$ cat src/rtl/x_mult_acc_pipe.sv
// x_mult_acc_pipe: pipelined signed/unsigned MAC with valid tracking and sticky overflow.
// Define X_MULT_ACC_SAT_EN to saturate P on overflow instead of wrapping.
module x_mult_acc_pipe #(
  parameter int A_WIDTH     = 18,
  parameter int B_WIDTH     = 18,
  parameter int ACC_WIDTH   = 48,
  parameter int PIPE_STAGES = 2
) (
  input  logic                 i_c,
  input  logic                 i_r,
  input  logic                 i_ce,
  input  logic                 i_clr,
  input  logic                 i_in_valid,
  input  logic                 i_signed_mode,
  input  logic                 i_acc_en,
  input  logic [A_WIDTH-1:0]   i_a,
  input  logic [B_WIDTH-1:0]   i_b,
  output logic [ACC_WIDTH-1:0] o_p,
  output logic                 o_out_valid,
  output logic                 o_ovf
);
  localparam int PW = A_WIDTH + B_WIDTH;
  localparam int L  = PIPE_STAGES - 1;
  localparam int M  = ACC_WIDTH - 1;
  logic [A_WIDTH-1:0]   r_a;
  logic [B_WIDTH-1:0]   r_b;
  logic                 r_sm, r_ae, r_v0;
  logic [ACC_WIDTH-1:0] r_pp [PIPE_STAGES];
  logic [PIPE_STAGES-1:0] r_ps, r_pa, r_pv;
  logic [PW-1:0]        w_ax, w_bx, w_prod;
  logic [ACC_WIDTH-1:0] w_prod_ext, w_p_next;
  logic [ACC_WIDTH:0]   w_sum;
  logic                 w_ovf;
  // Extending both operands to the full product width makes one unsigned multiply
  // yield the correct low PW bits for either mode.
  assign w_ax       = r_sm ? PW'($signed(r_a)) : PW'(r_a);
  assign w_bx       = r_sm ? PW'($signed(r_b)) : PW'(r_b);
  assign w_prod     = w_ax * w_bx;
  assign w_prod_ext = r_sm ? ACC_WIDTH'($signed(w_prod)) : ACC_WIDTH'(w_prod);
  assign w_sum      = {1'b0, o_p} + {1'b0, r_pp[L]};
  assign w_ovf      = r_pa[L] & (r_ps[L] ? (o_p[M] == r_pp[L][M]) && (w_sum[M] != o_p[M])
                                         : w_sum[ACC_WIDTH]);
`ifdef X_MULT_ACC_SAT_EN
  logic [ACC_WIDTH-1:0] w_sat;
  assign w_sat    = r_ps[L] ? (o_p[M] ? {1'b1, {M{1'b0}}} : {1'b0, {M{1'b1}}}) : '1;
  assign w_p_next = !r_pa[L] ? r_pp[L] : w_ovf ? w_sat : w_sum[M:0];
`else
  assign w_p_next = r_pa[L] ? w_sum[M:0] : r_pp[L];
`endif
  always_ff @(posedge i_c or posedge i_r) begin
    if (i_r) begin
      r_a         <= '0;
      r_b         <= '0;
      r_sm        <= 1'b0;
      r_ae        <= 1'b0;
      r_v0        <= 1'b0;
      r_ps        <= '0;
      r_pa        <= '0;
      r_pv        <= '0;
      for (int i = 0; i < PIPE_STAGES; i++) r_pp[i] <= '0;
      o_p         <= '0;
      o_out_valid <= 1'b0;
      o_ovf       <= 1'b0;
    end else if (i_clr) begin
      r_v0        <= 1'b0;
      r_pv        <= '0;
      o_p         <= '0;
      o_out_valid <= 1'b0;
      o_ovf       <= 1'b0;
    end else if (i_ce) begin
      r_a         <= i_a;
      r_b         <= i_b;
      r_sm        <= i_signed_mode;
      r_ae        <= i_acc_en;
      r_v0        <= i_in_valid;
      r_pp[0]     <= w_prod_ext;
      r_ps[0]     <= r_sm;
      r_pa[0]     <= r_ae;
      r_pv[0]     <= r_v0;
      for (int i = 1; i < PIPE_STAGES; i++) begin
        r_pp[i] <= r_pp[i-1];
        r_ps[i] <= r_ps[i-1];
        r_pa[i] <= r_pa[i-1];
        r_pv[i] <= r_pv[i-1];
      end
      o_out_valid <= r_pv[L];
      if (r_pv[L]) begin
        o_p   <= w_p_next;
        o_ovf <= o_ovf | w_ovf;
      end
    end
  end
endmodule

$ cat config.mk
export PLATFORM = sky130hd
export DESIGN_NAME = x_mult_acc_pipe
export DESIGN_NICKNAME = d
export VERILOG_FILES = /design/src/rtl/x_mult_acc_pipe.sv
export SDC_FILE = /design/constraint.sdc
export NUM_CORES = 2
export LEC_CHECK = 0
export BUFFER_PORTS_ARGS = -buffer_cell sky130_fd_sc_hd__buf_2
export CAP_MARGIN = 10
export CORE_UTILIZATION = 40
export CTS_BUF_LIST = sky130_fd_sc_hd__clkbuf_8
export DETAILED_ROUTE_END_ITERATION = 12
export GPL_TIMING_DRIVEN = 0
export PLACE_DENSITY = 0.55
export SLEW_MARGIN = 20
export SYNTH_ARGS = -nofsm -noshare
export SYNTH_HDL_FRONTEND = slang
export SYNTH_SLANG_ARGS = --single-unit
$ cat constraint.sdc
create_clock -name i_c -period 7.55 [get_ports i_c]
set_clock_uncertainty 0.05 [all_clocks]
set_input_delay 0.3775 -clock i_c [delete_from_list [all_inputs] [get_ports i_c]]
set_output_delay 0.3775 -clock i_c [all_outputs]
set_load 0.03 [all_outputs]
# Yosys cells after proc, flatten, opt, wreduce, memory -nomap -nowiden
# Cells that the tools add are included.
[word_totals]
register_bits = 191
in_bits = 43
out_inout_bits = 50
wordCells = 42
[classes]
add_sub_neg = 1
mul = 1
n_eq_ne = 2
muxes = 17
bitwise_logic = 3
n_reduce_logical = 5
[ops]
columns = ["cell", "n"]
rows = [
  ["48-bit 2-to-1 mux", 5],
  ["36-bit 2-to-1 mux", 2],
  ["48-bit by 48-bit adder with 49-bit output", 1],
  ["36-bit by 36-bit multiplier with 36-bit output", 1],
  ["1-bit 2-to-1 mux", 8],
  ["2-bit 2-to-1 mux", 2],
  ["2-bit AND reduction", 2],
  ["2-bit nonzero test", 2],
  ["1-bit AND", 1],
  ["1-bit == test", 1],
  ["1-bit logical AND", 1],
  ["1-bit != test", 1],
  ["1-bit NOT", 1],
  ["1-bit OR", 1],
]

# Depth between registers and ports, before layout
[depth]
depth_word = 9
ltp_mapped = 29
depth_no_buf = 27

# Least setup slack after synthesis
# Ideal clock, no wire load.
[synth_path]
path_type = "reg2reg"
startpoint = "reg r_sm"
endpoint = "reg r_pp[83] in the netlist's numbering"
setup_time_ns = 0.135
arrival_time_ns = 7.061
required_time_ns = 7.365
path_slack_ns = 0.303
path_stages_with_launch = 27
n_path_buf = 2
synth_period_minus_slack_ns = 7.247
cell_sequence = "dfrtp_1 -> and2_1 -> clkbuf_1 -> clkbuf_1 -> nand2_1 -> fa_1 -> inv_1 -> fa_1 -> inv_1 -> fa_1 -> fa_1 -> inv_1 -> fa_1 -> fa_1 -> inv_1 -> fa_1 -> fa_1 -> inv_1 -> ha_1 -> a21o_1 -> a21oi_1 -> nor2_1 -> a21oi_1 -> o311ai_1 -> a41oi_1 -> xnor2_1 -> o21ai_0"
[synth_via]
elab_chain_cells = 3
elab_cells_between_ends = 4
classes_between = "mul: 1; mux: 3"
[synth_lines]
columns = ["element", "line_no", "text"]
rows = [
  ["from (decl)", "27", "logic r_sm, r_ae, r_v0;"],
  ["from (signal assigned)", "73", "r_sm <= i_signed_mode;"],
  ["36-bit 2-to-1 mux (on tied branches)", "36, 37", ""],
  ["36-bit by 36-bit multiplier with 36-bit output (*)", "38", "assign w_prod = w_ax * w_bx;"],
  ["48-bit 2-to-1 mux (*)", "39", "assign w_prod_ext = r_sm ? ACC_WIDTH'($signed(w_prod)) : ACC_WIDTH'(w_prod);"],
  ["to (signal, indexed assignment)", "81", "r_pp[i] <= r_pp[i-1];"],
  ["to (decl)", "28", "logic [ACC_WIDTH-1:0] r_pp [PIPE_STAGES];"],
]
# Every way passes the cells marked *; elsewhere a longest branch is shown, timed or not.
# A chain may end at the register's enable or synchronous reset.

# Worst setup path after layout
[layout_path]
startpoint = "reg r_b[17]"
endpoint = "reg r_pp[83] in the netlist's numbering"
[layout_via]
elab_chain_cells = 3
[layout_lines]
columns = ["element", "line_no", "text"]
rows = [
  ["from (decl)", "26", "logic [B_WIDTH-1:0] r_b;"],
  ["from (signal assigned)", "72", "r_b <= i_b;"],
  ["36-bit 2-to-1 mux", "37", "assign w_bx = r_sm ? PW'($signed(r_b)) : PW'(r_b);"],
  ["36-bit by 36-bit multiplier with 36-bit output", "38", ""],
  ["48-bit 2-to-1 mux", "39", ""],
]
# Every way passes these cells.

==> metrics.yaml <==
status: "finished clean"
initial_core_util: 0.406
layout-drive-gt1-share: 0.0847
antennaDiodeCount: 0
slew_headroom: 0.208
cts-root-buf: "clkbuf_8"
maxCapViolations: 0
drt-wirelength-per-cell_um: 18.9
place_hpwl_um: 59500
synth_seq_cells: 169
finalHoldViolCount: 0
cp-end-kind: "flop"
cp.arrival_ns: 7.66
finalSetupViolCount: 0
fmax_mhz: 137
avgSynthCellArea_um2: 8.92
cts_tree: "yes"
die_area_um2: 63700
dp_cells: 3741
fillCellCount: 6117
ys_seq_area_frac: 0.169
grt.overflow.total: 0
grt_usage: 0.242
synthDominantCellAreaShare: 0.342
vias: 19000
dr.pass1.iters: 5
cts.sinks: 169
final_nets: 3633
synth_fp_nets: 3470
fin_crit_ns: 7.30
synth_edf_count: 0
period_share: 0.967
start_kind: "flop"
core_um2: 61800
h-tree-depth: 4
synth_area_um2: 25100
die_w_um: 252
die_height_um: 252
grt_pass1_vias: 20600
fp-row-count: 91
required_ns: 7.91
slew_viol_final: 0
antenna_found_initial: 2
place.gp.congestion: 0.931
async_flop_share: 1.00
ios: 93
grt_max_degree: 91
io_buffers: 91
crit_path_max_fanout: 15
area_growth_pct: 10.8
insertion_delay_ns: 0.58
yosys_warnings: 0
synth_cell_type_count: 69
cts-buffers-inserted: 17
ys.flop_type: "dfrtp_1"
worst_pin_slew_ns: 1.19
netlist_instances: 2812
grt_pass1_wl_um: 117000
final_util: 0.450
synth_area_leaders: "fa_1 (34%), dfrtp_1 (17%), ha_1 (9.3%)"
ant_nets: 0
routed_wl_um: 72400
drcViolationCount: 0
fin_cells: 3825
clk_pin_slew_ns: 0.13
viasPerCell: 4.98
yosysTopAreaCell: "fa_1"
rsz0062_at_grt: "true"
path_class: "flop to flop"
drt_iter0_markers: 1030
hold_class: "primary input to flop"
cts_buffer_depth: 2
-- synth_stat cells, types with 6 or more instances --
cell	number
a211o_1	6
a211oi_1	7
a21o_1	34
a21oi_1	87
a22oi_1	10
a31oi_1	6
and2_1	198
and3_1	24
clkbuf_1	118
dfrtp_1	169
fa_1	428
ha_1	187
inv_1	562
mux2i_1	27
nand2_1	525
nand2b_1	12
nand3_1	15
nor2_1	50
nor3_1	10
o211ai_1	13
o21a_1	7
o21ai_0	103
o21bai_1	10
o31ai_1	9
xnor2_1	72
xor2_1	40
-- per-layer routing --
metal  global-route usage  vias to the layer above  part of all wire
met5                    0                        -                 0
met4               0.0686                        0             0.026
met3               0.0413                       99             0.057
met2                0.401                      519              0.47
met1                0.324                     9508              0.45
li1                     -                     8912                 -
-- stage by stage --
stage | hold WS [ns] | worst slack [ns] | TNS, ns | area, um^2
2_1_floorplan | 0.389 | 0.303 | 0 | 25100
3_3_place_gp | 0.403 | -1.03 | -8.83 | 26600
3_5_place_dp | 0.401 | -1.09 | -10.28 | 26600
4_1_cts | 0.166 | 0.00114 | 0 | 27600
5_1_grt | 0.216 | -0.0269 | -0.0555 | 27800
6_report | 0.218 | 0.248 | 0 | 27800
-- worst paths after layout --
kind                                      startpoint                   end  slack (ns)  cells past startpoint
max in group asynchronous                        i_r      r_sm$_DFFE_PP0P_        6.12                      4
worst max register to register   r_b[17]$_DFFE_PP0P_  r_pp[83]$_DFFE_PP0P_        0.25                     26
worst max-delay path             r_b[17]$_DFFE_PP0P_  r_pp[83]$_DFFE_PP0P_        0.25                     26
worst min-delay path                            i_ce      r_v0$_DFFE_PP0P_        0.22                      3
worst min register to register  r_pp[83]$_DFFE_PP0P_  r_pp[35]$_DFFE_PP0P_        0.43                      2
min in group asynchronous                        i_r   o_p[36]$_DFFE_PP0P_        0.37                      3
-- state kept, by name (all words and copies together), names as in the netlist --
register / count
r_b: 18
o_p: 48
r_ae: 1
r_ps: 2
r_sm: 1
r_v0: 1
o_ovf: 1
o_out_valid: 1
r_a: 18
r_pv: 2
r_pa: 2
r_pp: 74
-- cell usage in the layout, fill, tap and decap left out, drive strengths merged, types with 3 or more instances in the layout --
master         n
inv          569
nand2        526
fa           428
and2         198
ha           187
dfrtp        169
buf          125
clkbuf       122
o21ai        104
a21oi         89
xnor2         72
nor2          51
dlygate4sd3   41
xor2          40
a21o          37
mux2i         27
and3          27
nand3         15
o211ai        13
nand2b        12
o21bai        10
a22oi         10
nor3          10
o31ai          9
a211oi         7
o21a           7
a211o          6
a31oi          6
and4           6
nor2b          5
a21boi         5
nand4          5
or3            4
o2111ai        4
o311ai         4
or2            3
o22ai          3
clkinv         3
-- cell families after synthesis --
family          count (synthesis)  synth area share
simple gates                  866             0.159
compound gates                335            0.0850
fa+ha+maj                     615             0.435
buf+inv                       688             0.103
flops                         169             0.169
xor+xnor                      112            0.0391
mux                            27            0.0108
-- worst max-delay path, cell delays in order, from the launching register on --
cell	delay (ns)
dfrtp_2	0.53
and2_2	0.30
nand2_1	0.13
inv_1	0.10
fa_2	0.65
inv_1	0.07
fa_1	0.47
fa_1	0.54
inv_1	0.07
fa_1	0.49
inv_1	0.06
fa_1	0.53
inv_1	0.05
fa_1	0.45
fa_1	0.49
inv_1	0.05
fa_1	0.48
inv_1	0.04
ha_1	0.31
a21oi_1	0.20
nor2_1	0.08
a21oi_2	0.21
buf_4	0.16
o311ai_4	0.10
a41oi_2	0.27
xnor2_2	0.15
o21ai_0	0.09
-- timing repair --
item	in CTS	in global routing
setup endpoints to repair	15	10
pin swaps	2	10
gates resized for setup	49	111
buffers inserted	2	12
hold endpoints to repair	121	0
hold buffers	41	0
-- layout make-up --
type,instances,area (um^2),share of cell area
timing repair buffer,147,1010,0.0364
inverter,562,2120,0.0762
sequential,169,4230,0.152
clock buffer,18,248,0.00891
tap,837,1050,0.0377
clock inverter,14,156,0.00563
buffer,123,594,0.0214
multi-input combinational,1955,18400,0.662
Power is left out: the tool's default activity adds up to more than one toggle a clock period on the data nets, which glitch-free logic cannot reach.
